## src/rtl/ps2_pkg.sv

```systemverilog
// Shared PS/2 definitions: FSM state encoding, keyboard command bytes and
// frame constants used by the host transmitter and the keyboard receiver.
package ps2_pkg;

  typedef enum logic [2:0] {
    ST_IDLE,
    ST_INHIBIT,
    ST_REQ,
    ST_SHIFT,
    ST_ACK,
    ST_WAIT_IDLE
  } state_t;

  localparam logic [7:0] CMD_LED    = 8'hED;
  localparam logic [7:0] CMD_ECHO   = 8'hEE;
  localparam logic [7:0] CMD_ENABLE = 8'hF4;
  localparam logic [7:0] CMD_RESET  = 8'hFF;
  localparam logic [7:0] ACK_BYTE   = 8'hFA;

  localparam int unsigned FRAME_BITS = 11;
  localparam int unsigned BIT_IDX_W  = 4;

  // Odd parity: the parity bit makes the total count of ones odd.
  function automatic logic odd_parity(input logic [7:0] b);
    return ~^b;
  endfunction

endpackage

```

## src/rtl/ps2_host_tx_if.sv

```systemverilog
// Command handshake between a controller and the PS/2 host transmitter.
//   tx_data/tx_valid : command byte offered by the controller
//   tx_ready         : transmitter idle and able to accept
//   done/err         : one-cycle completion / failure pulses
//   busy/rx_inhibit  : transfer in progress (rx_inhibit gates the receiver)
interface ps2_host_tx_if;
  logic [7:0] tx_data;
  logic       tx_valid;
  logic       tx_ready;
  logic       done;
  logic       err;
  logic       busy;
  logic       rx_inhibit;

  modport master (
    output tx_data, tx_valid,
    input  tx_ready, done, err, busy, rx_inhibit
  );

  modport slave (
    input  tx_data, tx_valid,
    output tx_ready, done, err, busy, rx_inhibit
  );
endinterface

```

## src/rtl/ps2_line_sync.sv

```systemverilog
// Two-flop synchronizer with falling-edge detect for one raw PS/2 line.
//   clk, rst : system clock, async active-high reset
//   din      : raw asynchronous pin
//   sync     : synchronized level (resets to the idle-high bus level)
//   fe_c     : combinational falling-edge strobe, one cycle wide
module ps2_line_sync (
  input  logic clk,
  input  logic rst,
  input  logic din,
  output logic sync,
  output logic fe_c
);
  logic meta_q;
  logic cur_q;
  logic prev_q;

  // Reset to 1 so a released bus does not look like an edge after reset.
  always_ff @(posedge clk or posedge rst) begin
    if (rst) begin
      meta_q <= 1'b1;
      cur_q  <= 1'b1;
      prev_q <= 1'b1;
    end else begin
      meta_q <= din;
      cur_q  <= meta_q;
      prev_q <= cur_q;
    end
  end

  assign sync = cur_q;
  assign fe_c = prev_q & ~cur_q;
endmodule

```

## src/rtl/ps2_host_tx.sv

```systemverilog
// PS/2 host-to-device command transmitter (open-drain via output enables).
//   clk, rst            : system clock, async active-high reset
//   bus (slave)         : tx_data/tx_valid in; tx_ready/done/err/busy/rx_inhibit out
//   ps2_clk_in/data_in  : raw asynchronous bus pins
//   ps2_clk_oe/data_oe  : 1 = pull the line low
// Optional: define PS2_HOST_TX_RETRY_EN to retry a failed frame up to twice.
module ps2_host_tx
  import ps2_pkg::*;
#(
  parameter int unsigned INHIBIT_CYCLES = 12000,
  parameter int unsigned SETUP_CYCLES   = 100,
  parameter int unsigned TIMEOUT_CYCLES = 2000000,
  parameter int unsigned CNT_W          = 21
) (
  input  logic         clk,
  input  logic         rst,
  ps2_host_tx_if.slave bus,
  input  logic         ps2_clk_in,
  input  logic         ps2_data_in,
  output logic         ps2_clk_oe,
  output logic         ps2_data_oe
);
  localparam logic [CNT_W-1:0]     INHIBIT_LAST = CNT_W'(INHIBIT_CYCLES - 1);
  localparam logic [CNT_W-1:0]     SETUP_LAST   = CNT_W'(SETUP_CYCLES - 1);
  localparam logic [CNT_W-1:0]     TIMEOUT_LAST = CNT_W'(TIMEOUT_CYCLES - 1);
  localparam logic [BIT_IDX_W-1:0] STOP_IDX     = BIT_IDX_W'(FRAME_BITS - 2);
  localparam logic [BIT_IDX_W-1:0] PARITY_IDX   = BIT_IDX_W'(FRAME_BITS - 3);

  state_t               state_q, state_d;
  logic [CNT_W-1:0]     cnt_q, cnt_d;
  logic [BIT_IDX_W-1:0] bit_idx_q, bit_idx_d;
  logic [7:0]           byte_q, byte_d;
  logic                 parity_q, parity_d;
  logic                 data_oe_q, data_d;
  logic                 clk_oe_q, tx_ready_q, busy_q, done_q, err_q;
  logic                 done_d, err_d, fail, timeout;
  logic                 clk_sync, clk_fe_c, data_sync, data_fe_unused;
`ifdef PS2_HOST_TX_RETRY_EN
  logic [1:0]           retry_q, retry_d;
`endif

  ps2_line_sync u_clk_sync (
    .clk  (clk),
    .rst  (rst),
    .din  (ps2_clk_in),
    .sync (clk_sync),
    .fe_c (clk_fe_c)
  );

  ps2_line_sync u_data_sync (
    .clk  (clk),
    .rst  (rst),
    .din  (ps2_data_in),
    .sync (data_sync),
    .fe_c (data_fe_unused)
  );

  // Next-state, counter and line-drive decode.
  always_comb begin
    state_d   = state_q;
    cnt_d     = cnt_q;
    bit_idx_d = bit_idx_q;
    byte_d    = byte_q;
    parity_d  = parity_q;
    data_d    = data_oe_q;
    done_d    = 1'b0;
    err_d     = 1'b0;
    fail      = 1'b0;
    timeout   = 1'b0;
`ifdef PS2_HOST_TX_RETRY_EN
    retry_d   = retry_q;
`endif

    case (state_q)
      ST_IDLE: begin
        data_d = 1'b0;
        if (bus.tx_valid) begin
          byte_d   = bus.tx_data;
          parity_d = odd_parity(bus.tx_data);
          cnt_d    = '0;
          state_d  = ST_INHIBIT;
`ifdef PS2_HOST_TX_RETRY_EN
          retry_d  = 2'd0;
`endif
        end
      end
      ST_INHIBIT: begin
        if (cnt_q == INHIBIT_LAST) begin
          cnt_d   = '0;
          data_d  = 1'b1;
          state_d = ST_REQ;
        end else begin
          cnt_d = cnt_q + CNT_W'(1);
        end
      end
      ST_REQ: begin
        if (cnt_q == SETUP_LAST) begin
          cnt_d     = '0;
          bit_idx_d = '0;
          state_d   = ST_SHIFT;
        end else begin
          cnt_d = cnt_q + CNT_W'(1);
        end
      end
      ST_SHIFT: begin
        cnt_d = cnt_q + CNT_W'(1);
        if (clk_fe_c) begin
          bit_idx_d = bit_idx_q + BIT_IDX_W'(1);
          if (bit_idx_q < PARITY_IDX) begin
            data_d = ~byte_q[bit_idx_q[2:0]];
          end else if (bit_idx_q == PARITY_IDX) begin
            data_d = ~parity_q;
          end else if (bit_idx_q == STOP_IDX) begin
            data_d  = 1'b0;
            state_d = ST_ACK;
          end
        end
      end
      ST_ACK: begin
        cnt_d = cnt_q + CNT_W'(1);
        if (clk_fe_c) begin
          if (!data_sync) state_d = ST_WAIT_IDLE;
          else            fail    = 1'b1;
        end
      end
      ST_WAIT_IDLE: begin
        cnt_d = cnt_q + CNT_W'(1);
        if (clk_sync && data_sync) begin
          done_d  = 1'b1;
          state_d = ST_IDLE;
        end
      end
      default: state_d = ST_IDLE;
    endcase

    // Timeout wins over a completion landing in the same cycle.
    if ((state_q == ST_SHIFT || state_q == ST_ACK || state_q == ST_WAIT_IDLE) &&
        (cnt_q == TIMEOUT_LAST)) begin
      timeout = 1'b1;
    end

    if (fail || timeout) begin
      done_d    = 1'b0;
      data_d    = 1'b0;
      cnt_d     = '0;
      bit_idx_d = '0;
`ifdef PS2_HOST_TX_RETRY_EN
      if (retry_q != 2'd2) begin
        retry_d = retry_q + 2'd1;
        state_d = ST_INHIBIT;
      end else begin
        err_d   = 1'b1;
        state_d = ST_IDLE;
      end
`else
      err_d   = 1'b1;
      state_d = ST_IDLE;
`endif
    end
  end

  // State and registered outputs; reset releases both lines at once.
  always_ff @(posedge clk or posedge rst) begin
    if (rst) begin
      state_q    <= ST_IDLE;
      cnt_q      <= '0;
      bit_idx_q  <= '0;
      byte_q     <= '0;
      parity_q   <= 1'b0;
      data_oe_q  <= 1'b0;
      clk_oe_q   <= 1'b0;
      tx_ready_q <= 1'b1;
      busy_q     <= 1'b0;
      done_q     <= 1'b0;
      err_q      <= 1'b0;
    end else begin
      state_q    <= state_d;
      cnt_q      <= cnt_d;
      bit_idx_q  <= bit_idx_d;
      byte_q     <= byte_d;
      parity_q   <= parity_d;
      data_oe_q  <= data_d;
      clk_oe_q   <= (state_d == ST_INHIBIT) || (state_d == ST_REQ);
      tx_ready_q <= (state_d == ST_IDLE);
      busy_q     <= (state_d != ST_IDLE);
      done_q     <= done_d;
      err_q      <= err_d;
    end
  end

`ifdef PS2_HOST_TX_RETRY_EN
  always_ff @(posedge clk or posedge rst) begin
    if (rst) retry_q <= 2'd0;
    else     retry_q <= retry_d;
  end
`endif

  assign bus.tx_ready   = tx_ready_q;
  assign bus.busy       = busy_q;
  assign bus.rx_inhibit = busy_q;
  assign bus.done       = done_q;
  assign bus.err        = err_q;
  assign ps2_clk_oe     = clk_oe_q;
  assign ps2_data_oe    = data_oe_q;
endmodule

```

## src/flat_wrapper.sv

```systemverilog
// flat-port wrapper written by rule: the top's interface ports become plain ports
module ps2_host_tx_flat import ps2_pkg::*;
#(
  parameter int unsigned INHIBIT_CYCLES = 12000,
  parameter int unsigned SETUP_CYCLES   = 100,
  parameter int unsigned TIMEOUT_CYCLES = 2000000,
  parameter int unsigned CNT_W          = 21
)
  (clk, rst, ps2_clk_in, ps2_data_in, ps2_clk_oe, ps2_data_oe, bus_tx_data, bus_tx_valid, bus_tx_ready, bus_done, bus_err, bus_busy, bus_rx_inhibit);
  ps2_host_tx_if bus_i ();
  input  logic clk;
  input  logic rst;
  input  logic ps2_clk_in;
  input  logic ps2_data_in;
  output logic ps2_clk_oe;
  output logic ps2_data_oe;
  input wire logic [$bits(bus_i.tx_data)-1:0] bus_tx_data;
  input wire logic [$bits(bus_i.tx_valid)-1:0] bus_tx_valid;
  output wire logic [$bits(bus_i.tx_ready)-1:0] bus_tx_ready;
  output wire logic [$bits(bus_i.done)-1:0] bus_done;
  output wire logic [$bits(bus_i.err)-1:0] bus_err;
  output wire logic [$bits(bus_i.busy)-1:0] bus_busy;
  output wire logic [$bits(bus_i.rx_inhibit)-1:0] bus_rx_inhibit;
  assign bus_i.tx_data = bus_tx_data;
  assign bus_i.tx_valid = bus_tx_valid;
  assign bus_tx_ready = bus_i.tx_ready;
  assign bus_done = bus_i.done;
  assign bus_err = bus_i.err;
  assign bus_busy = bus_i.busy;
  assign bus_rx_inhibit = bus_i.rx_inhibit;
  ps2_host_tx #(.INHIBIT_CYCLES(INHIBIT_CYCLES), .SETUP_CYCLES(SETUP_CYCLES), .TIMEOUT_CYCLES(TIMEOUT_CYCLES), .CNT_W(CNT_W)) u_core (.clk(clk), .rst(rst), .bus(bus_i), .ps2_clk_in(ps2_clk_in), .ps2_data_in(ps2_data_in), .ps2_clk_oe(ps2_clk_oe), .ps2_data_oe(ps2_data_oe));
endmodule
```

## config.mk

```make
export PLATFORM = sky130hd
export DESIGN_NAME = ps2_host_tx_flat
export DESIGN_NICKNAME = d
export VERILOG_FILES = /design/src/rtl/ps2_pkg.sv /design/src/rtl/ps2_host_tx_if.sv /design/src/rtl/ps2_line_sync.sv /design/src/rtl/ps2_host_tx.sv /design/src/flat_wrapper.sv
export SDC_FILE = /design/constraint.sdc
export NUM_CORES = 1
export LEC_CHECK = 0
export ABC_AREA = 1
export CORE_MARGIN = 4
export CORE_UTILIZATION = 48
export CTS_BUF_LIST = sky130_fd_sc_hd__clkbuf_4 sky130_fd_sc_hd__clkbuf_8
export DETAILED_ROUTE_END_ITERATION = 7
export GPL_TIMING_DRIVEN = 0
export PLACE_DENSITY = 0.76
export REMOVE_ABC_BUFFERS = 1
export SYNTH_ARGS = -nofsm -noshare
export SYNTH_HDL_FRONTEND = slang
export SYNTH_SLANG_ARGS = --single-unit
```

## constraint.sdc

```tcl
create_clock -name clk -period 2.5 [get_ports clk]
set_input_delay 0.75 -clock clk [delete_from_list [all_inputs] [get_ports clk]]
set_output_delay 0.75 -clock clk [all_outputs]
set_load 0.02 [all_outputs]
```

# Yosys cells after proc, flatten, opt, wreduce, memory -nomap -nowiden
# Index checks and enable logic that the tools add are counted.
# W data, S select, Z words.
dict set report word_totals {
  register_bits 48
  output_inout_bits 7
  elab_cells 97
}
dict set report classes {
  add_sub_neg 2
  magnitude_cmp 2
  n_eq_ne 17
  mux 38
  n_bitwise 4
  n_reduce_logical 18
}
# cell n
set ops {}
lappend ops {{$mux W21} 4}
lappend ops {{$pmux W21 S4} 1}
lappend ops {{$mux W3} 11}
lappend ops {{$add A21 B1 Y21 const B} 1}
lappend ops {{$eq A21 B14 Y1 const B} 1}
lappend ops {{$eq A21 B21 Y1 const B} 1}
lappend ops {{$eq A21 B7 Y1 const B} 1}
lappend ops {{$pmux W3 S6} 1}
lappend ops {{$mux W1} 15}
lappend ops {{$mux W4} 3}
lappend ops {{$eq A3 B2 Y1 const B} 3}
lappend ops {{$eq A4 B4 Y1 const B} 2}
lappend ops {{$pmux W4 S2} 1}
lappend ops {{$reduce_xnor A8 Y1} 1}
lappend ops {{$eq A3 B1 Y1 const B} 2}
lappend ops {{$eq A3 B3 Y1 const B} 2}
lappend ops {{$logic_not A3 Y1} 2}
lappend ops {{$ne A3 B1 Y1 const B} 2}
lappend ops {{$ne A3 B2 Y1 const B} 2}
lappend ops {{$reduce_bool A3 Y1} 2}
lappend ops {{$ne A5 B2 Y1 const B} 1}
lappend ops {{$reduce_bool A5 Y1} 1}
lappend ops {{$add A4 B1 Y4 const B} 1}
lappend ops {{$logic_or A1 B1 Y1} 4}
lappend ops {{12 further kinds} 16}

# Logic depth before layout (Yosys ltp)
dict set report depth {
  ltp_word 9
  mapped_depth 12
}

# Cells and area by module
# Synthesis repeated with hierarchy kept, for this count alone.
dict set report unflattened {
  hier_cells 506
  hier_area_um2 3460.8
}
# module n_inst cells_each area_each_um2
set by_module_without_submodules {}
lappend by_module_without_submodules {ps2_host_tx 1 494 3275.6}
lappend by_module_without_submodules {ps2_line_sync 2 6 92.6}

# Least setup slack after synthesis
# No wires, ideal clock.
dict set report synth_timing {
  path_type {register -> register}
  startpoint {reg u_core.cnt_q[0]}
  endpoint {reg u_core.cnt_q[20]}
  setup_ps 118
  t_arrival_ps 1658
  required_ps 2382
  setup_slack_ps 725
  path_stages_with_launch 11
  path_buffers 3
  period_less_slack_ps 1775
  cell_sequence {dfrtp_1 > ha_1 > buf_2 > nand3_2 > nor2_4 > nand2_1 > o21a_1 > buf_6 > buf_6 > nand4_2 > nand2_1}
}
dict set report synth_between {
  elab_chain_len 6
  word_cells_on_any_way 14
  classes_between {add/sub: 1; eq/ne: 4; mux: 5; reduce/logical: 4}
}
# element line
set synth_rtl {}
lappend synth_rtl {{start, declared} ps2_host_tx.sv:30} ;# logic [CNT_W-1:0] cnt_q, cnt_d;
lappend synth_rtl {{start signal, assigned} ps2_host_tx.sv:178} ;# cnt_q <= cnt_d;
lappend synth_rtl {{branches (longest 6 deep; another with $add A21 B1 Y21)} --}
# Parallel ways; which one is timed is not known.
# A chain may end at the register's enable or synchronous reset.

# Worst setup path in the final report
dict set report layout_timing {
  startpoint {reg u_core.cnt_q[0]}
  endpoint {reg u_core.tx_ready_q (netlist: u_core.bus.tx_ready)}
}
dict set report layout_between {
  elab_chain_len 6
  word_cells_on_any_way 11
  classes_between {eq/ne: 3; mux: 5; reduce/logical: 3}
}
# element line
set layout_rtl {}
lappend layout_rtl {{branches (longest 4 deep; another with $eq A21 B7 Y1)} --}
lappend layout_rtl {{$mux W3 *} ps2_host_tx.sv:142} ;# if (fail || timeout) begin
lappend layout_rtl {{$logic_not A3 Y1 *} ps2_host_tx.sv:184} ;# tx_ready_q <= (state_d == ST_IDLE);
lappend layout_rtl {{end signal, assigned} ps2_host_tx.sv:184}
lappend layout_rtl {{end, declared} ps2_host_tx.sv:35} ;# logic clk_oe_q, tx_ready_q, busy_q, done_q, err_q;
# Mark *: on every way between the ends.

==> reports/results.ini <==
[sta]
fin_crit_sh = 0.9062
setup_tns_ns = 0
whs_ns = 0.3613
setup_violations = 0
hold_viol = 0
tightest_slew_ns = 0.8323
relSlewSlack = 0.4446
period_needed_ns = 2.266
fmax_mhz = 441.4
rsz0062_at_grt = false
skew_ns = 0.009995
slew_viol_final = 0

[synth]
yosysTopAreaCell = dfrtp_1
syn_area_per_cell_um2 = 6.708
synthCells = 493
synth_top_area_frac = 0.3178
ys_types = 34
ys_seq_area_frac = 0.3655
synthFlopType = dfrtp_1
async_flop_share = 1.000
synth_area_leaders = dfrtp_1, nand2_1, nand3_1
syn-cell-area_um2 = 3307
synth-edff-count = 0
yosys_warnings = 0
yosys_register_bits = 48

[worst_hold_path]
whs_path_depth = 0
min_to = u_core.u_clk_sync.sync$_DFF_PP1_
hold_class = flop to flop
hp-start = u_core.u_clk_sync.meta_q$_DFF_PP1_

[cts]
holdBufCountCts = 0
cts_setup_buffers = 0
clock_latency_ns = 0.31
numCtsBuffers = 5
htree_num_levels = 2
post_cts_resized = 2
ctsLongestPathBuffers = 2
clk_pin_slew_ns = 0.10
numClockSinks = 48
cts_tree = yes
cts_root_buffer = clkbuf_8

[grt]
grt.met2_usage = 0.3489
grt_max_degree = 31
antenna_found_initial = 0
grt_overflow = 0
use_met1 = 0.2925
busiest_layer = met2
grt_usage = 0.2124
grt_first_pass_wirelength_um = 14370
grt_util_met3 = 0.03471
grt_pass1_vias = 3019

[power]
power_density_nw_per_um2 = 659.3
vdd_drop_max_v = 0.0002898
p_leak_nw = 1.671

[route]
drc = 0
drt-total-wl_um = 8413
via_per_inst = 5.613
vias = 3278
firstDrtPassIters = 5
wl_per_cell_um = 14.41
drt_iter0_drc = 247
ant_nets = 0

[floorplanning]
ios = 20
die_h_um = 91
initial_utilization = 0.5063
die_width_um = 91
coreArea_um2 = 6531
die_area_um2 = 8281
core.rowCount = 29

[setup_path]
reg2reg_setup_slack_ns = 0.23
reg2reg_from = u_core.cnt_q[0]$_DFFE_PP0P_
path_class = flop to flop
crit_required_ns = 2.75
timing.rr.end = u_core.bus.tx_ready$_DFF_PP1_
arrival_ns = 2.51
end_kind = flop
ff2ff_path_depth = 9
critPathLaunchType = flop
crit_fanout = 12

[layout]
regArea_um2 = 1209
n_antenna_cell = 0
final_util = 0.5596
final_cells = 584
area_growth_pct = 10.52
fillerInstances = 600
multi_input_area_um2 = 1847
fin_nets = 522
layout-drive-gt1-share = 0.07890
fin_area_um2 = 3655

[status]
status = finished, final reports clean

[placement]
placed_cell_area_um2 = 3521
dp.cells = 576
portBuffers = 19
routabilityCongestion = 0.9496
place_hpwl_um = 6022

[job]
cap_violations = 0

-- worst max path at each step --
stage	from	endpoint	slack (ns)	cells past startpoint
floorplan	u_core.cnt_q[0]$_DFFE_PP0P_	u_core.bit_idx_q[3]$_DFFE_PP0P_	0.49	8
global placement	bus_tx_valid	u_core.cnt_q[4]$_DFFE_PP0P_	-0.62	4
detailed placement	bus_tx_valid	u_core.cnt_q[10]$_DFFE_PP0P_	-0.63	4
CTS	u_core.cnt_q[0]$_DFFE_PP0P_	u_core.bus.tx_ready$_DFF_PP1_	0.03	9
global route	u_core.cnt_q[0]$_DFFE_PP0P_	u_core.ps2_clk_oe$_DFF_PP0_	0.11	9
finish	u_core.cnt_q[0]$_DFFE_PP0P_	u_core.bus.tx_ready$_DFF_PP1_	0.23	9
-- placed cells by master (no fill, tap or decap) --
| cell type | Yosys | routed |
|---|---|---|
| nand4_2 | 1 | 1 |
| xor2_1 | 10 | 10 |
| a21oi_1 | 4 | 4 |
| inv_2 | 4 | 5 |
| clkinv_1 | 1 | 1 |
| nand2_2 | 3 | 3 |
| ha_2 | 0 | 1 |
| and2_1 | 1 | 1 |
| o22ai_2 | 0 | 1 |
| nand3b_1 | 2 | 2 |
| o21ai_0 | 11 | 11 |
| nand3_2 | 2 | 3 |
| dfstp_2 | 6 | 6 |
| nor3_1 | 5 | 5 |
| nand2_1 | 178 | 178 |
| nand2_4 | 2 | 2 |
| clkbuf_8 | 0 | 5 |
| o211ai_1 | 7 | 7 |
| o22ai_1 | 2 | 1 |
| clkinv_4 | 0 | 2 |
| dfrtp_1 | 42 | 42 |
| nor2_2 | 3 | 4 |
| nand3_1 | 58 | 57 |
| o21a_2 | 0 | 1 |
| bufinv_16 | 0 | 1 |
| o21ai_2 | 1 | 1 |
| o21ai_1 | 4 | 4 |
| ha_1 | 3 | 2 |
| clkdlybuf4s50_1 | 0 | 19 |
| o21bai_1 | 2 | 2 |
| xnor2_1 | 6 | 6 |
| nor2_1 | 56 | 55 |
| inv_1 | 42 | 41 |
| nand4_1 | 13 | 13 |
| nor2_4 | 3 | 3 |
| buf_12 | 0 | 1 |
| a31oi_1 | 6 | 6 |
-- state kept, by name, indices dropped and copies added, names as in the netlist, 3 cells and up --
| signal | count |
|---|---|
| u_core.bit_idx_q | 4 |
| u_core.cnt_q | 21 |
| u_core.state_q | 3 |
| u_core.byte_q | 8 |
-- report_power, final --
group          internal [mW]  switching, mW  leakage, nW  total [mW]
clock                  0.302          0.292       0.0583       0.594
combinational          0.270          0.436         1.01       0.706
sequential             0.924          0.186        0.605        1.11
total                   1.50          0.914         1.67        2.41
-- worst max-delay path: stages, from the launching register on --
cell and delay (ns):
dfrtp_1 0.51, ha_2 0.37, nand3_2 0.17, nor3_1 0.23
nand3_2 0.33, nand2_1 0.23, nand3_1 0.10, nand2_2 0.10
nand2_1 0.06, nor2_1 0.09
-- kinds of logic (layout without fill, tap and decap cells) --
kind of cell | count (synthesis) | in the layout | share of synthesized area
buffers and inverters | 61 | 75 | 0.08134
adders and majority gates | 3 | 3 | 0.01135
AOI/OAI and AO/OA | 38 | 38 | 0.06924
and+or+nand+nor | 327 | 327 | 0.4302
xor gates and xnor gates | 16 | 16 | 0.04237
DFF | 48 | 48 | 0.3655
-- cells in the mapped netlist, drive strengths merged (4+ instances only) --
cell type / count
o211ai: 7
a21oi: 4
nand4: 14
buf: 13
nand3: 60
inv: 46
o21ai: 16
dfrtp: 42
nor3: 5
a31oi: 6
xnor2: 6
nand2: 183
dfstp: 6
nor2: 62
xor2: 10
-- final cells by class --
class	count	area share
inverters	47	0.04827
well taps	77	0.02636
clock buffers	5	0.01883
repair buffers	20	0.05751
flip-flops and latches	48	0.3307
clock inverters	3	0.01301
multi-input cells	384	0.5053
-- per-stage QoR --
step	worst slack [ns]	total power, mW
floorplan	0.4891	1.587
global placement	-0.6202	1.767
detailed placement	-0.6277	1.806
CTS	0.03226	2.407
global route	0.1103	2.582
finish	0.2345	2.410
-- layer usage --
metal | part of all wire | vias up
li1 | - | 1618
met1 | 0.45 | 1508
met2 | 0.47 | 141
met3 | 0.063 | 11
met4 | 0.013 | 0
met5 | 0 | -
Note: power is estimated with default switching activity, not from simulation.
